==> config.mk <==
export PLATFORM = sky130hd
export DESIGN_NAME = saradc_sar_ctrl
export DESIGN_NICKNAME = d
export VERILOG_FILES = /design/src/rtl/saradc_sar_ctrl.sv
export SDC_FILE = /design/constraint.sdc
export NUM_CORES = 1
export LEC_CHECK = 0
export ABC_AREA = 0
export ABC_CLOCK_PERIOD_IN_PS = 2029
export BUFFER_PORTS_ARGS = -buffer_cell sky130_fd_sc_hd__buf_2
export CELL_PAD_IN_SITES_DETAIL_PLACEMENT = 0
export CELL_PAD_IN_SITES_GLOBAL_PLACEMENT = 1
export CORE_ASPECT_RATIO = 0.6
export CORE_MARGIN = 5
export CORE_UTILIZATION = 37
export DETAILED_ROUTE_END_ITERATION = 6
export PLACE_DENSITY_LB_ADDON = 0.08
export SLEW_MARGIN = 20
export SYNTH_ARGS = -nofsm -noshare
export SYNTH_HDL_FRONTEND = slang
export SYNTH_SLANG_ARGS = --single-unit
==> constraint.sdc <==
create_clock -name CLK -period 2.03 [get_ports CLK]
set_clock_uncertainty 0.1 [all_clocks]
set_input_delay 0 -clock CLK [delete_from_list [all_inputs] [get_ports CLK]]
set_output_delay 0 -clock CLK [all_outputs]
set_load 0.02 [all_outputs]
==> src/rtl/saradc_sar_ctrl.sv <==
// SAR ADC successive-approximation controller.
// Sequences sample-and-hold, resolves NBITS bits MSB-first from the comparator
// decision, then presents the result on DATA with a one-cycle VALID strobe.
// Every output comes straight from a register, so no input reaches an output
// combinationally.
module saradc_sar_ctrl #(
    parameter int unsigned NBITS   = 8,
    parameter int unsigned NSAMPLE = 2
) (
    input  logic             CLK,
    input  logic             RSTN,
    input  logic             START,
    input  logic             CONT,
    input  logic             CMPO,
    output logic             SAMPLE,
    output logic [NBITS-1:0] RESULTP,
    output logic [NBITS-1:0] RESULTN,
    output logic             VALID,
    output logic [NBITS-1:0] DATA,
    output logic             BUSY
);

    localparam int unsigned KW = (NBITS > 1) ? $clog2(NBITS) : 1;

    typedef enum logic [1:0] {
        S_IDLE,
        S_SAMP,
        S_CONV,
        S_DONE
    } state_t;

    state_t           r_state;
    logic [3:0]       r_scnt;
    logic [KW-1:0]    r_k;
    logic             r_sample;
    logic             r_valid;
    logic             r_busy;
    logic [NBITS-1:0] r_resp;
    logic [NBITS-1:0] r_resn;
    logic [NBITS-1:0] r_data;

    logic             w_go;
    logic [NBITS-1:0] w_resp_next;
    logic [NBITS-1:0] w_resn_next;

    assign w_go = START | CONT;

    // Result vectors with the current trial bit k resolved from the comparator.
    always_comb begin
        w_resp_next      = r_resp;
        w_resn_next      = r_resn;
        w_resp_next[r_k] = CMPO;
        w_resn_next[r_k] = ~CMPO;
    end

    // Conversion FSM with registered outputs.
    always_ff @(posedge CLK) begin
        if (!RSTN) begin
            r_state  <= S_IDLE;
            r_scnt   <= '0;
            r_k      <= '0;
            r_sample <= 1'b0;
            r_valid  <= 1'b0;
            r_busy   <= 1'b0;
            r_resp   <= '0;
            r_resn   <= '0;
            r_data   <= '0;
        end else begin
            r_valid <= 1'b0;
            case (r_state)
                S_IDLE: begin
                    if (w_go) begin
                        r_state  <= S_SAMP;
                        r_sample <= 1'b1;
                        r_busy   <= 1'b1;
                        r_scnt   <= 4'(NSAMPLE - 1);
                        r_resp   <= '0;
                        r_resn   <= '0;
                    end
                end
                S_SAMP: begin
                    // START is ignored here: no queueing while busy.
                    if (r_scnt == '0) begin
                        r_state  <= S_CONV;
                        r_sample <= 1'b0;
                        r_k      <= KW'(NBITS - 1);
                    end else begin
                        r_scnt <= r_scnt - 4'd1;
                    end
                end
                S_CONV: begin
                    r_resp <= w_resp_next;
                    r_resn <= w_resn_next;
                    if (r_k == '0) begin
                        // DATA takes the completed word including the bit decided on this edge.
                        r_state <= S_DONE;
                        r_valid <= 1'b1;
                        r_data  <= w_resp_next;
                    end else begin
                        r_k <= r_k - 1'b1;
                    end
                end
                S_DONE: begin
                    if (w_go) begin
                        r_state  <= S_SAMP;
                        r_sample <= 1'b1;
                        r_busy   <= 1'b1;
                        r_scnt   <= 4'(NSAMPLE - 1);
                        r_resp   <= '0;
                        r_resn   <= '0;
                    end else begin
                        r_state <= S_IDLE;
                        r_busy  <= 1'b0;
                    end
                end
                default: begin
                    r_state  <= S_IDLE;
                    r_sample <= 1'b0;
                    r_busy   <= 1'b0;
                end
            endcase
        end
    end

    assign SAMPLE  = r_sample;
    assign VALID   = r_valid;
    assign BUSY    = r_busy;
    assign RESULTP = r_resp;
    assign RESULTN = r_resn;
    assign DATA    = r_data;

endmodule

Word level (Yosys, flattened, before mapping):

Index checks and enable logic that the tools add are counted.
W data, S select, Z words.

* register bits after elaboration: 36
* input bits: 5

* magnitude comparators: 2
* bitwise logic cells: 2
* reduce and logical (&&, ||, !) cells: 17
* $add $sub $neg: 2
* equal/unequal tests: 9
* multiplexer cells: 24

Operators with widths (count)
* $pmux W8 S2: 2
* $bwmux W8: 2
* $reduce_and A3 Y1: 4
* $ne A2 B2 Y1 const B: 5
* $mux W4: 2
* $mux W8: 1
* $pmux W2 S4: 1
* $pmux W4 S2: 1
* $reduce_and A2 Y1: 4
* $reduce_bool A2 Y1: 4
* $mux W1: 6
* $mux W2: 3
* $mux W3: 2
* $pmux W3 S2: 1
* $eq A2 B2 Y1 const B: 2
* $logic_not A4 Y1: 1
* $lt A3 B4 Y1 const B: 1
* $pmux W1 S2: 2
* $sub A4 B1 Y4 const B: 1
* $demux W1 S3: 1
* $ge A3 B1 Y1 const B: 1
* $logic_not A3 Y1: 1
* $sub A3 B1 Y3 const B: 1
* $eq A2 B1 Y1 const B: 1
* other kinds (6): 6

Logic depth before layout (Yosys ltp):

Gate-level depths: netlist of run 1.

* depth in word-level cells: 6
* gate-level depth with buffers: 9
* mapped depth without buffers: 7

Least setup slack after synthesis of run 1:

No wires, ideal clock.

* path type: flip-flop to flip-flop
* start point: register r_k[0]
* end point: register r_data[1], in the netlist DATA[1]
* slack: 0.101 ns
* stages on the path, launching flop included: 10
* clock period less this slack: 1.929 ns
* arrival time: 1.697 ns
* cell sequence: dfxtp_1 > clkbuf_1 > inv_1 > ha_1 > ha_1 > and2_1 > clkbuf_1 > clkbuf_1 > o21ai_0 > a21oi_1

* word-level cells in the longest chain between the ends: 5
* elaborated cells on any way between the ends: 8
* those cells by class: order compare (2); mux (3); reduce/logical (3)

RTL lines
* start, declared: line 34 `logic [KW-1:0] r_k;`
* start signal, assigned: line 86 `r_k <= KW'(NBITS - 1);`
* start signal, assigned: line 100 `r_k <= r_k - 1'b1;`
* $lt A3 B4 Y1 (not written as such) / $ge A3 B1 Y1 (equally long branches): line 52 `w_resp_next[r_k] = CMPO;`
* $logic_and A1 B1 Y1 (not written as such): line 52
* $mux W1 (not written as such): line 52
* $demux W1 S3: line 52
* $bwmux W8: line 52
* end signal, assigned: line 98 `r_data <= w_resp_next;`
* end, declared: line 40 `logic [NBITS-1:0] r_data;`

Several ways; a longest one is shown, not always the timed one.
A chain may end at the register's enable or synchronous reset.

Worst setup path after layout of run 1:

* start point: register r_scnt[1]
* end point: register r_state[0]

* word-level cells in the longest chain between the ends: 3

RTL lines
* start, declared: line 33 `logic [3:0] r_scnt;`
* start signal, assigned: line 76 `r_scnt <= 4'(NSAMPLE - 1);`
* start signal, assigned: line 88 `r_scnt <= r_scnt - 4'd1;`
* start signal, assigned: line 108 `r_scnt <= 4'(NSAMPLE - 1);`
* $logic_not A4 Y1: line 83 `if (r_scnt == '0) begin`
* $ne A2 B2 Y1 (no source line)
* $reduce_and A3 Y1 (no source line)
* end signal, assigned: line 84 `r_state <= S_CONV;`
* end signal, assigned: line 96 `r_state <= S_DONE;`
* end signal, assigned: line 105 `r_state <= S_SAMP;`
* end, declared: line 32 `state_t r_state;`

Every way passes these cells.

==> metrics.md, run 1 <==
| Metric | Value |
|---|---|
| Max frequency | 0.521 GHz |
| Top cells by area, synth | dfxtp_1 (37%), ha_1 (6.5%), mux2i_1 (5.2%), a21oi_1 (4.4%), nor2_1 (3.9%) |
| Layout fillers | 529 |
| Share of the synthesized area in the top cell type | 37.4% |
| Htree depth | 2 |
| Layout cells sized above 1 | 24.4% |
| Slowest cell on crit path | or3b_4 |
| Status | finished clean |
| Worst skew pair latency | about 0.28 ns |
| IO buf count | 31 |
| CP Max Fanout | 6 |
| Initial antenna violation count | 0 |
| Ys flop type | dfxtp_1 |
| CTS tree | built |
| Die height | 65.9 um |
| CP endpoint kind | flop |
| Most frequent cells in the layout | dfxtp_1 (36), buf_2 (31), nor2_1 (20) |
| Nets | 281 |
| Total GRT Usage | 15.4% |
| CP Data Required Time | just over 2 ns |
| Crit path largest cell delay | approximately 0.46 ns |
| Number of setup violations in the final report | 0 |
| Yosys reg bits | 36 |
| Post-detail-place hpwl | ~3500 um |
| Psw | roughly 1.6 mW |
| Ys async rst share | 0% |
| Drt total wl | 4920 um |
| Core area | just over 5000 um^2 |
| Yosys cell types | 37 |
| Int Pwr | about 2.1 mW |
| Synth warn | 0 |
| Final Max Tran Viols | 0 |
| Final hold violations | 0 |
| Power, Total | around 3.6 mW |
| Post-synth EDFFs | 0 |
| 1st-iter DRT viols | 94 |
| WL/cell | roughly 15 um |
| CTS Sinks | 36 |
| Synth Cell Area | around 1900 um^2 |
| Worst setup SP type | flop |
| Ports | 32 |
| DP Area | 2200 um^2 |
| CTS buffer count | 5 |
| Pin count of the biggest net entering global routing | 24 |
| Hold WC Path Type | in2reg |
| Syn Inst Count | ~230 |
| # rows | 20 |
| Clk slew on worst S/H paths | ~0.070 ns |
| Clock Tree Buf Depth | 2 |
| Via count | roughly 1,700 |
| Part of the cycle the worst path needs | a little over nine tenths |
| Unrepaired setup endpoints after global routing | false |
| Min cycle time layout | around 1.9 ns |
| Kind of critical path | reg2reg |
| Sw frac | between 40% and 50% |
| Worst VDD drop | ~0.64 mV |
| DRT Pass-1 Iters | 4 |
| Ant diodes | 0 |
| Area delta synth->final | 21.9% |
| Slew @ Worst Pin | 0.831 ns |
| Cell area power density | approximately 1500 nW/um^2 |
| TNS Setup | 0 ns |
| Die Span X | 103 um |
| Register area share after synthesis | 37.4% |
| Most common cell after layout, fill and taps aside | dfxtp_1 |
| Cell Chain, Critical Path | inv_1 -> ha_1 -> or3b_4 -> a221oi_4 -> and4b_1 -> a211oi_2 |
| Clock root cell | clkbuf_8 |
| Worst Path Arrival | ~2.0 ns |
| Final instance area | approximately 2300 um^2 |
| Pleak | between 1 and 1.5 nW |
| Post-CTS setup buffers | 0 |
| DRT antenna net count | 0 |
| Comb power frac | about three fifths |
| Drt via density | 5.16 |
| Syn Area/Cell | 8.45 um^2 |
| Clock power share | 15.4% |
| Flop pwr share | 25.7% |
| Syn_nets | 243 |
| Yosys top cell by area | dfxtp_1 |
| Max-cap violations | 0 |
| First-pass GRT wire length | just over 8000 um |
| Gr ovfl total | 0 |
| Effective utilization at floorplan | between 30% and 40% |
| Vias in the first global route | between 1,500 and 2,000 |
| DRC | 0 |
| RePlAce Congestion | around 0.8 |
| Slew margin rel. | 44.5% |
| Die area | a little under 7000 um^2 |
metrics by stage:
step,setup WS (ns),util [%],hold WS [ns],cells
after floorplan,0.101,-,0.0384,228
after global placement,0.0580,43.6,0.275,322
after detailed placement,0.0347,43.6,0.277,322
after CTS,0.0135,46.1,0.0606,332
after global routing,0.00143,46.5,0.0968,332
final,0.110,46.5,0.0709,332
per-layer routing:
metal	up-vias	track usage [%]	share of wire, %
met4	0	3.39	0.77
li1	879	-	-
met1	794	23.3	55
met2	34	21.6	39
met5	-	0	0
met3	5	3.90	4.6
area by class of cell:
class                   instances  area [um^2]  share of cell area (%)
multi-input cells             159         1090                    46.3
flip-flops and latches         36          721                    30.7
repair buffers                 51          313                    13.3
clock buffers                   7         96.3                    4.10
well taps                      66         82.6                    3.52
inverters                      13         48.8                    2.08
critical path, delay by kind of cell, from the launching register on:
family          cells  cell delay (ns)
fa+ha+maj           1             0.21
flops               1             0.33
simple gates        2             0.71
compound gates      2             0.34
buf+inv             1             0.08
synth_stat cells (all sizes together), types with 3 or more instances:
cell,count
buf,6
mux2i,10
a21oi,17
a31oi,7
o21ai,16
nor2b,6
a311oi,4
inv,13
nand4,5
clkbuf,14
nand4bb,3
nand3b,3
ha,10
nand2,17
a21boi,5
o21a,7
a211oi,4
nand3,6
dfxtp,36
nor2,20
or3b,4
sequential cells by signal, indices dropped and copies added, names as in the netlist:
name,count
BUSY,1
DATA,8
RESULTN,8
RESULTP,8
SAMPLE,1
VALID,1
r_k,3
r_scnt,4
r_state,2
power by group through the flow:
stage / clock network [mW] / registers, mW / logic [mW]
after CTS: 0.572 / 0.927 / 2.07
final: 0.556 / 0.929 / 2.13
after global placement: 0 / 0.943 / 2.08
after detailed placement: 0 / 0.944 / 2.06
after floorplan: 0 / 1.02 / 1.41
after global routing: 0.602 / 0.947 / 2.36
path summary, 6_finish.rpt:
check / startpoint / end / slack (ns) / cells after the start
max: r_scnt[1] / r_state[0] / 0.11 / 6
min reg2reg: SAMPLE / SAMPLE / 0.37 / 2
max reg2reg: r_scnt[1] / r_state[0] / 0.11 / 6
min: CMPO / RESULTP[7] / 0.07 / 3
cells by family after synthesis:
logic type / count (synthesis) / share of synthesized area (%)
AND/OR/NAND/NOR: 75 / 21.0
AO/OA/AOI/OAI: 63 / 22.1
flip-flops: 36 / 37.4
buffers and inverters: 33 / 7.14
multiplexers: 11 / 5.78
adder cells (fa/ha/maj): 10 / 6.49
what timing repair did:
item,CTS,global route
hold buffers,3,0
gates resized for setup,0,3
hold endpoints to repair,6,0
setup endpoints to repair,0,7
Note: power is estimated with default switching activity, not from simulation.
==> run 2: changes to the inputs <==
Settings changed: ABC_CLOCK_PERIOD_IN_PS 2029 to 2200, CORE_UTILIZATION 37 to 40.
Clock period 2.03 ns to 2.2 ns, I/O delays scaled along.
==> metrics.md, run 2 (synthesized netlist as in run 1, its figures left out) <==
| Metric | Value |
|---|---|
| Post-Layout Cell Count | 322 (was 332) |
| WL/cell | 14.7 um (was 14.8 um) |
| Die height | 63.8 um (was 65.9 um) |
| Sw frac | 42.5% (was 43.1%) |
| Final hold violations | 0 (unchanged) |
| Ports | 32 (unchanged) |
| DRC | 0 (unchanged) |
| Slew margin rel. | 46.5% (was 44.5%) |
| Worst setup SP type | flop (unchanged) |
| DRT Pass-1 Iters | 4 (unchanged) |
| Cell area power density | 1460 nW/um^2 (was 1540 nW/um^2) |
| Die area | 6350 um^2 (was 6800 um^2) |
| Worst skew pair latency | 0.29 ns (was 0.28 ns) |
| Number of setup violations in the final report | 0 (unchanged) |
| Pin count of the biggest net entering global routing | 24 (unchanged) |
| 1st-iter DRT viols | 40 (was 94) |
| Ant diodes | 0 (unchanged) |
| Int Pwr | 1.95 mW (was 2.06 mW) |
| Worst Path Arrival | 2.09 ns (was 1.96 ns) |
| Most frequent cells in the layout | dfxtp_1 (36), buf_2 (31), nor2_1 (20) (unchanged) |
| Final Max Tran Viols | 0 (unchanged) |
| Flop pwr share | 26.4% (was 25.7%) |
| Clk slew on worst S/H paths | 0.07 ns (about the same) |
| Comb power frac | 54.5% (was 59.0%) |
| Core area | 4610 um^2 (was 5050 um^2) |
| Layout cells sized above 1 | 22.0% (was 24.4%) |
| Worst VDD drop | 0.608 mV (was 0.644 mV) |
| Vias in the first global route | 1,570 (was 1,630) |
| CTS tree | built (unchanged) |
| Via count | 1,694 (was 1,712) |
| Nets | 273 (was 281) |
| Status | finished clean (unchanged) |
| Unrepaired setup endpoints after global routing | false (unchanged) |
| Hold WC Path Type | in2reg (unchanged) |
| Post-CTS setup buffers | 0 (unchanged) |
| Gr ovfl total | 0 (unchanged) |
| Kind of critical path | reg2reg (unchanged) |
| Pleak | 1.01 nW (was 1.04 nW) |
| TNS Setup | 0 ns (unchanged) |
| DRT antenna net count | 0 (unchanged) |
| Clock Tree Buf Depth | 2 (unchanged) |
| Min cycle time layout | 2.04 ns (was 1.92 ns) |
| Post-detail-place hpwl | 3350 um (was 3490 um) |
| CP Data Required Time | 2.25 ns (was 2.07 ns) |
| CP Max Fanout | 6 (unchanged) |
| CTS Sinks | 36 (unchanged) |
| Most common cell after layout, fill and taps aside | dfxtp_1 (unchanged) |
| Htree depth | 2 (unchanged) |
| Initial antenna violation count | 0 (unchanged) |
| Die Span X | 99.6 um (was 103 um) |
| Max-cap violations | 0 (unchanged) |
| Total GRT Usage | 15.7% (was 15.4%) |
| Slew @ Worst Pin | 0.802 ns (was 0.831 ns) |
| Clock power share | 19.1% (was 15.4%) |
| Part of the cycle the worst path needs | 92.8% (was 94.6%) |
| CTS buffer count | 5 (unchanged) |
| Drt total wl | 4720 um (was 4920 um) |
| Psw | 1.44 mW (was 1.56 mW) |
| Max frequency | 0.490 GHz (was 0.521 GHz) |
| Finished Core Util | 50.3% (was 46.5%) |
| # rows | 19 (was 20) |
| CP endpoint kind | flop (unchanged) |
| IO buf count | 31 (unchanged) |
| First-pass GRT wire length | 7940 um (was 8190 um) |
| Placed cell count | 311 (was 322) |
| Effective utilization at floorplan | 41.8% (was 38.1%) |
| Area delta synth->final | 20.4% (was 21.9%) |
| Drt via density | 5.26 (was 5.16) |
| Clock root cell | clkbuf_8 (unchanged) |
| RePlAce Congestion | 0.761 (was 0.797) |
## run 2: cell types whose count changed in the layout (fill, tap and decap cells not counted)
cell,change
or3b_1,+1
or3b_4,-1
ha_4,+1
buf_4,-8
o21ai_1,+1
nor3_1,+1
nor3_2,-1
bufinv_16,+1
o21ai_0,-1
ha_1,-1
## run 2: stage by stage
step | total power [mW] | hold slack, ns | area [um^2] | setup slack (ns)
after floorplan | 2.24 | 0.0384 | 1930 | 0.271
after global placement | 2.70 | 0.275 | 2140 | 0.150
after detailed placement | 2.67 | 0.270 | 2140 | 0.0997
after CTS | 3.33 | 0.0540 | 2300 | 0.0852
after global routing | 3.66 | 0.0694 | 2320 | 0.0389
final | 3.39 | 0.0628 | 2320 | 0.159
## run 2: area by class of cell
| type | instances | area (um^2) |
|---|---|---|
| clock buffers | 7 | 96.3 |
| clock inverters | 1 | 30.0 |
| fillers | 465 | 2290 |
| inverters | 13 | 48.8 |
| multi-input cells | 159 | 1090 |
| flip-flops and latches | 36 | 721 |
| well taps | 63 | 78.8 |
| repair buffers | 43 | 253 |
## run 2: what timing repair did
item | CTS | global route
resized for setup | 0 | 4
endpoints found under the hold margin | 13 | 0
hold buffers | 3 | 0
setup endpoints to repair | 0 | 14
## run 2: metal layers
layer | track usage [%] | vias to the layer above | part of all wire, %
met5 | 0 | - | 0
met4 | 5.62 | 0 | 1.4
met3 | 3.59 | 7 | 3.8
met2 | 20.5 | 28 | 38
met1 | 24.5 | 789 | 56
li1 | - | 870 | -
## run 2: final timing paths
check	start	to	slack, ns	cells past startpoint
setup / recovery	r_scnt[0]	r_state[0]	0.16	6
hold / removal	CMPO	RESULTP[7]	0.06	3
setup reg to reg	r_scnt[0]	r_state[0]	0.16	6
hold reg to reg	SAMPLE	SAMPLE	0.37	2
## run 2: power by group through the flow
| stage | logic, mW | clock network, mW | registers, mW |
|---|---|---|---|
| 2_1_floorplan | 1.30 | 0 | 0.940 |
| 3_3_place_gp | 1.78 | 0 | 0.914 |
| 3_5_place_dp | 1.76 | 0 | 0.911 |
| 4_1_cts | 1.77 | 0.661 | 0.897 |
| 5_1_grt | 2.05 | 0.691 | 0.922 |
| 6_report | 1.85 | 0.647 | 0.898 |
## run 2: critical path: stages (launching register included)
cell and delay, ns:
dfxtp_1 0.33, inv_1 0.09, ha_1 0.21, or3b_1 0.51, a221oi_4 0.33, and4b_1 0.27, a211oi_2 0.05
==> run 3: changes to the inputs <==
Settings changed: ABC_CLOCK_PERIOD_IN_PS 2200 to 2620, CELL_PAD_IN_SITES_DETAIL_PLACEMENT 0 to 1.
Clock period 2.2 ns to 2.62 ns, I/O delays scaled along.
==> metrics.md, run 3 (synthesized netlist as in run 1, its figures left out) <==
| Metric | Value |
|---|---|
| Status | finished clean (unchanged) |
| Worst Path Arrival | 2.49 ns (was 2.09 ns) |
| WL/cell | 16.4 um (was 14.7 um) |
| Nets | 266 (was 273) |
| # rows | 19 (unchanged) |
| CP Data Required Time | 2.71 ns (was 2.25 ns) |
| Gr ovfl total | 0 (unchanged) |
| Met1 Resource Use GR | 26.2% (was 24.5%) |
| Final Max Tran Viols | 0 (unchanged) |
| Drt total wl | 5180 um (was 4720 um) |
| Clock root cell | clkbuf_8 (unchanged) |
| DRT Pass-1 Iters | 4 (unchanged) |
| Layout cells sized above 1 | 19.8% (was 22.0%) |
| Pleak | 0.960 nW (was 1.01 nW) |
| Total GRT Usage | 17.5% (was 15.7%) |
| Cell area power density | 1200 nW/um^2 (was 1460 nW/um^2) |
| CTS Sinks | 36 (unchanged) |
| IO buf count | 31 (unchanged) |
| Crit path buffers/inverters | 2 (was 1) |
| Hold WC Path Type | in2reg (unchanged) |
| Min cycle time layout | 2.41 ns (was 2.04 ns) |
| DRC | 0 (unchanged) |
| Part of the cycle the worst path needs | 91.8% (was 92.8%) |
| Worst VDD drop | 0.421 mV (was 0.608 mV) |
| Initial antenna violation count | 0 (unchanged) |
| Worst setup SP type | flop (unchanged) |
| Final hold violations | 0 (unchanged) |
| Max-cap violations | 0 (unchanged) |
| Clk slew on worst S/H paths | 0.07 ns (about the same) |
| Cell family with most CP delay | buffers and inverters (was simple AND/OR/NAND/NOR gates) |
| Slew @ Worst Pin | 0.788 ns (was 0.802 ns) |
| Drt via density | 5.44 (was 5.26) |
| Htree depth | 2 (unchanged) |
| Busiest layer in global routing | met1 (unchanged) |
| 1st-iter DRT viols | 59 (was 40) |
| Power, Total | 2.65 mW (was 3.39 mW) |
| Core area | 4610 um^2 (unchanged) |
| Layout fillers | 570 (was 465) |
| Die height | 63.8 um (unchanged) |
| Pin count of the biggest net entering global routing | 25 (was 24) |
| DRT antenna net count | 0 (unchanged) |
| Most frequent cells in the layout | dfxtp_1 (36), buf_2 (31), nor2_1 (20) (unchanged) |
| Unrepaired setup endpoints after global routing | false (unchanged) |
| CP endpoint kind | flop (unchanged) |
| Effective utilization at floorplan | 41.8% (unchanged) |
| RePlAce Congestion | 0.737 (was 0.761) |
| Ant diodes | 0 (unchanged) |
| Worst skew pair latency | 0.29 ns (about the same) |
| Global routing usage on met2 | 25.2% (was 20.5%) |
| GR Util met3 | 3.70% (was 3.59%) |
| Die Span X | 99.6 um (unchanged) |
| Crit path largest cell delay | 0.56 ns (was 0.51 ns) |
| Area delta synth->final | 14.8% (was 20.4%) |
| Number of setup violations in the final report | 0 (unchanged) |
| Max frequency | 0.416 GHz (was 0.490 GHz) |
| Post-CTS setup buffers | 0 (unchanged) |
| Most common cell after layout, fill and taps aside | dfxtp_1 (unchanged) |
| Kind of critical path | reg2reg (unchanged) |
| Via count | 1,715 (was 1,694) |
| First-pass GRT wire length | 8900 um (was 7940 um) |
| Vias in the first global route | 1,708 (was 1,570) |
| CTS tree | built (unchanged) |
| CP Max Fanout | 6 (unchanged) |
| Die area | 6350 um^2 (unchanged) |
| CTS buffer count | 5 (unchanged) |
| Cell Chain, Critical Path | inv_1 -> ha_1 -> or3b_4 -> a21oi_1 -> o21ai_1 -> dlygate4sd3_1 -> a221oi_1 (was inv_1 -> ha_1 -> or3b_1 -> a221oi_4 -> and4b_1 -> a211oi_2) |
| Clock Tree Buf Depth | 2 (unchanged) |
| Ports | 32 (unchanged) |
| Slew margin rel. | 47.4% (was 46.5%) |
| TNS Setup | 0 ns (unchanged) |
| Slowest cell on crit path | dlygate4sd3_1 (was or3b_1) |
| Post-detail-place hpwl | 3730 um (was 3350 um) |
run 3: path summary, 6_finish.rpt:
kind                    from         end  slack [ns]  depth (start not counted)
setup / recovery   r_scnt[0]      SAMPLE        0.21                          7
hold / removal          CMPO  RESULTP[7]        0.07                          3
setup reg to reg   r_scnt[0]      SAMPLE        0.21                          7
hold reg to reg   RESULTN[0]  RESULTN[0]        0.39                          2
run 3: repair_timing:
item | in CTS | in global routing
gates resized for setup | 0 | 1
setup endpoints to repair | 0 | 1
hold buffers | 3 | 0
endpoints found under the hold margin | 13 | 0
run 3: per-stage QoR:
stage	instances	cell area [um^2]	hold WS [ns]	utilization, %	setup slack, ns
after CTS	315	2210	0.0699	47.9	0.140
after global placement	304	2090	0.273	45.3	0.425
after detailed placement	304	2090	0.276	45.3	0.360
after global routing	315	2210	0.0937	48.0	0.0713
final	315	2210	0.0737	48.0	0.214
after floorplan	228	1930	0.0384	-	0.691
run 3: worst min-delay path: cells and delay by family:
| family | cells | cell delay [ns] |
|---|---|---|
| AO/OA/AOI/OAI | 1 | 0.06 |
| AND/OR/NAND/NOR | 1 | 0.14 |
| buffers and inverters | 1 | 0.21 |
run 3: layout make-up:
class                      instances  area [um^2]  area share (%)
clock buffer                       6         82.6            3.73
clock inverter                     2         10.0           0.452
sequential                        36          721            32.6
inverter                          13         48.8            2.21
timing repair buffer              36          200            9.05
multi-input combinational        159         1070            48.4
tap                               63         78.8            3.56
run 3: power breakdown:
part | internal (mW) | total (mW) | leakage, nW | switching [mW]
Clock | 0.210 | 0.425 | 0.0510 | 0.214
Sequential | 0.661 | 0.784 | 0.293 | 0.124
Combinational | 0.560 | 1.44 | 0.616 | 0.879
Total | 1.43 | 2.65 | 0.960 | 1.22
run 3: layer usage:
layer,vias up,part of all wire (%)
li1,844,-
met1,834,53
met2,32,41
met3,5,4.4
met4,0,1.0
met5,-,0
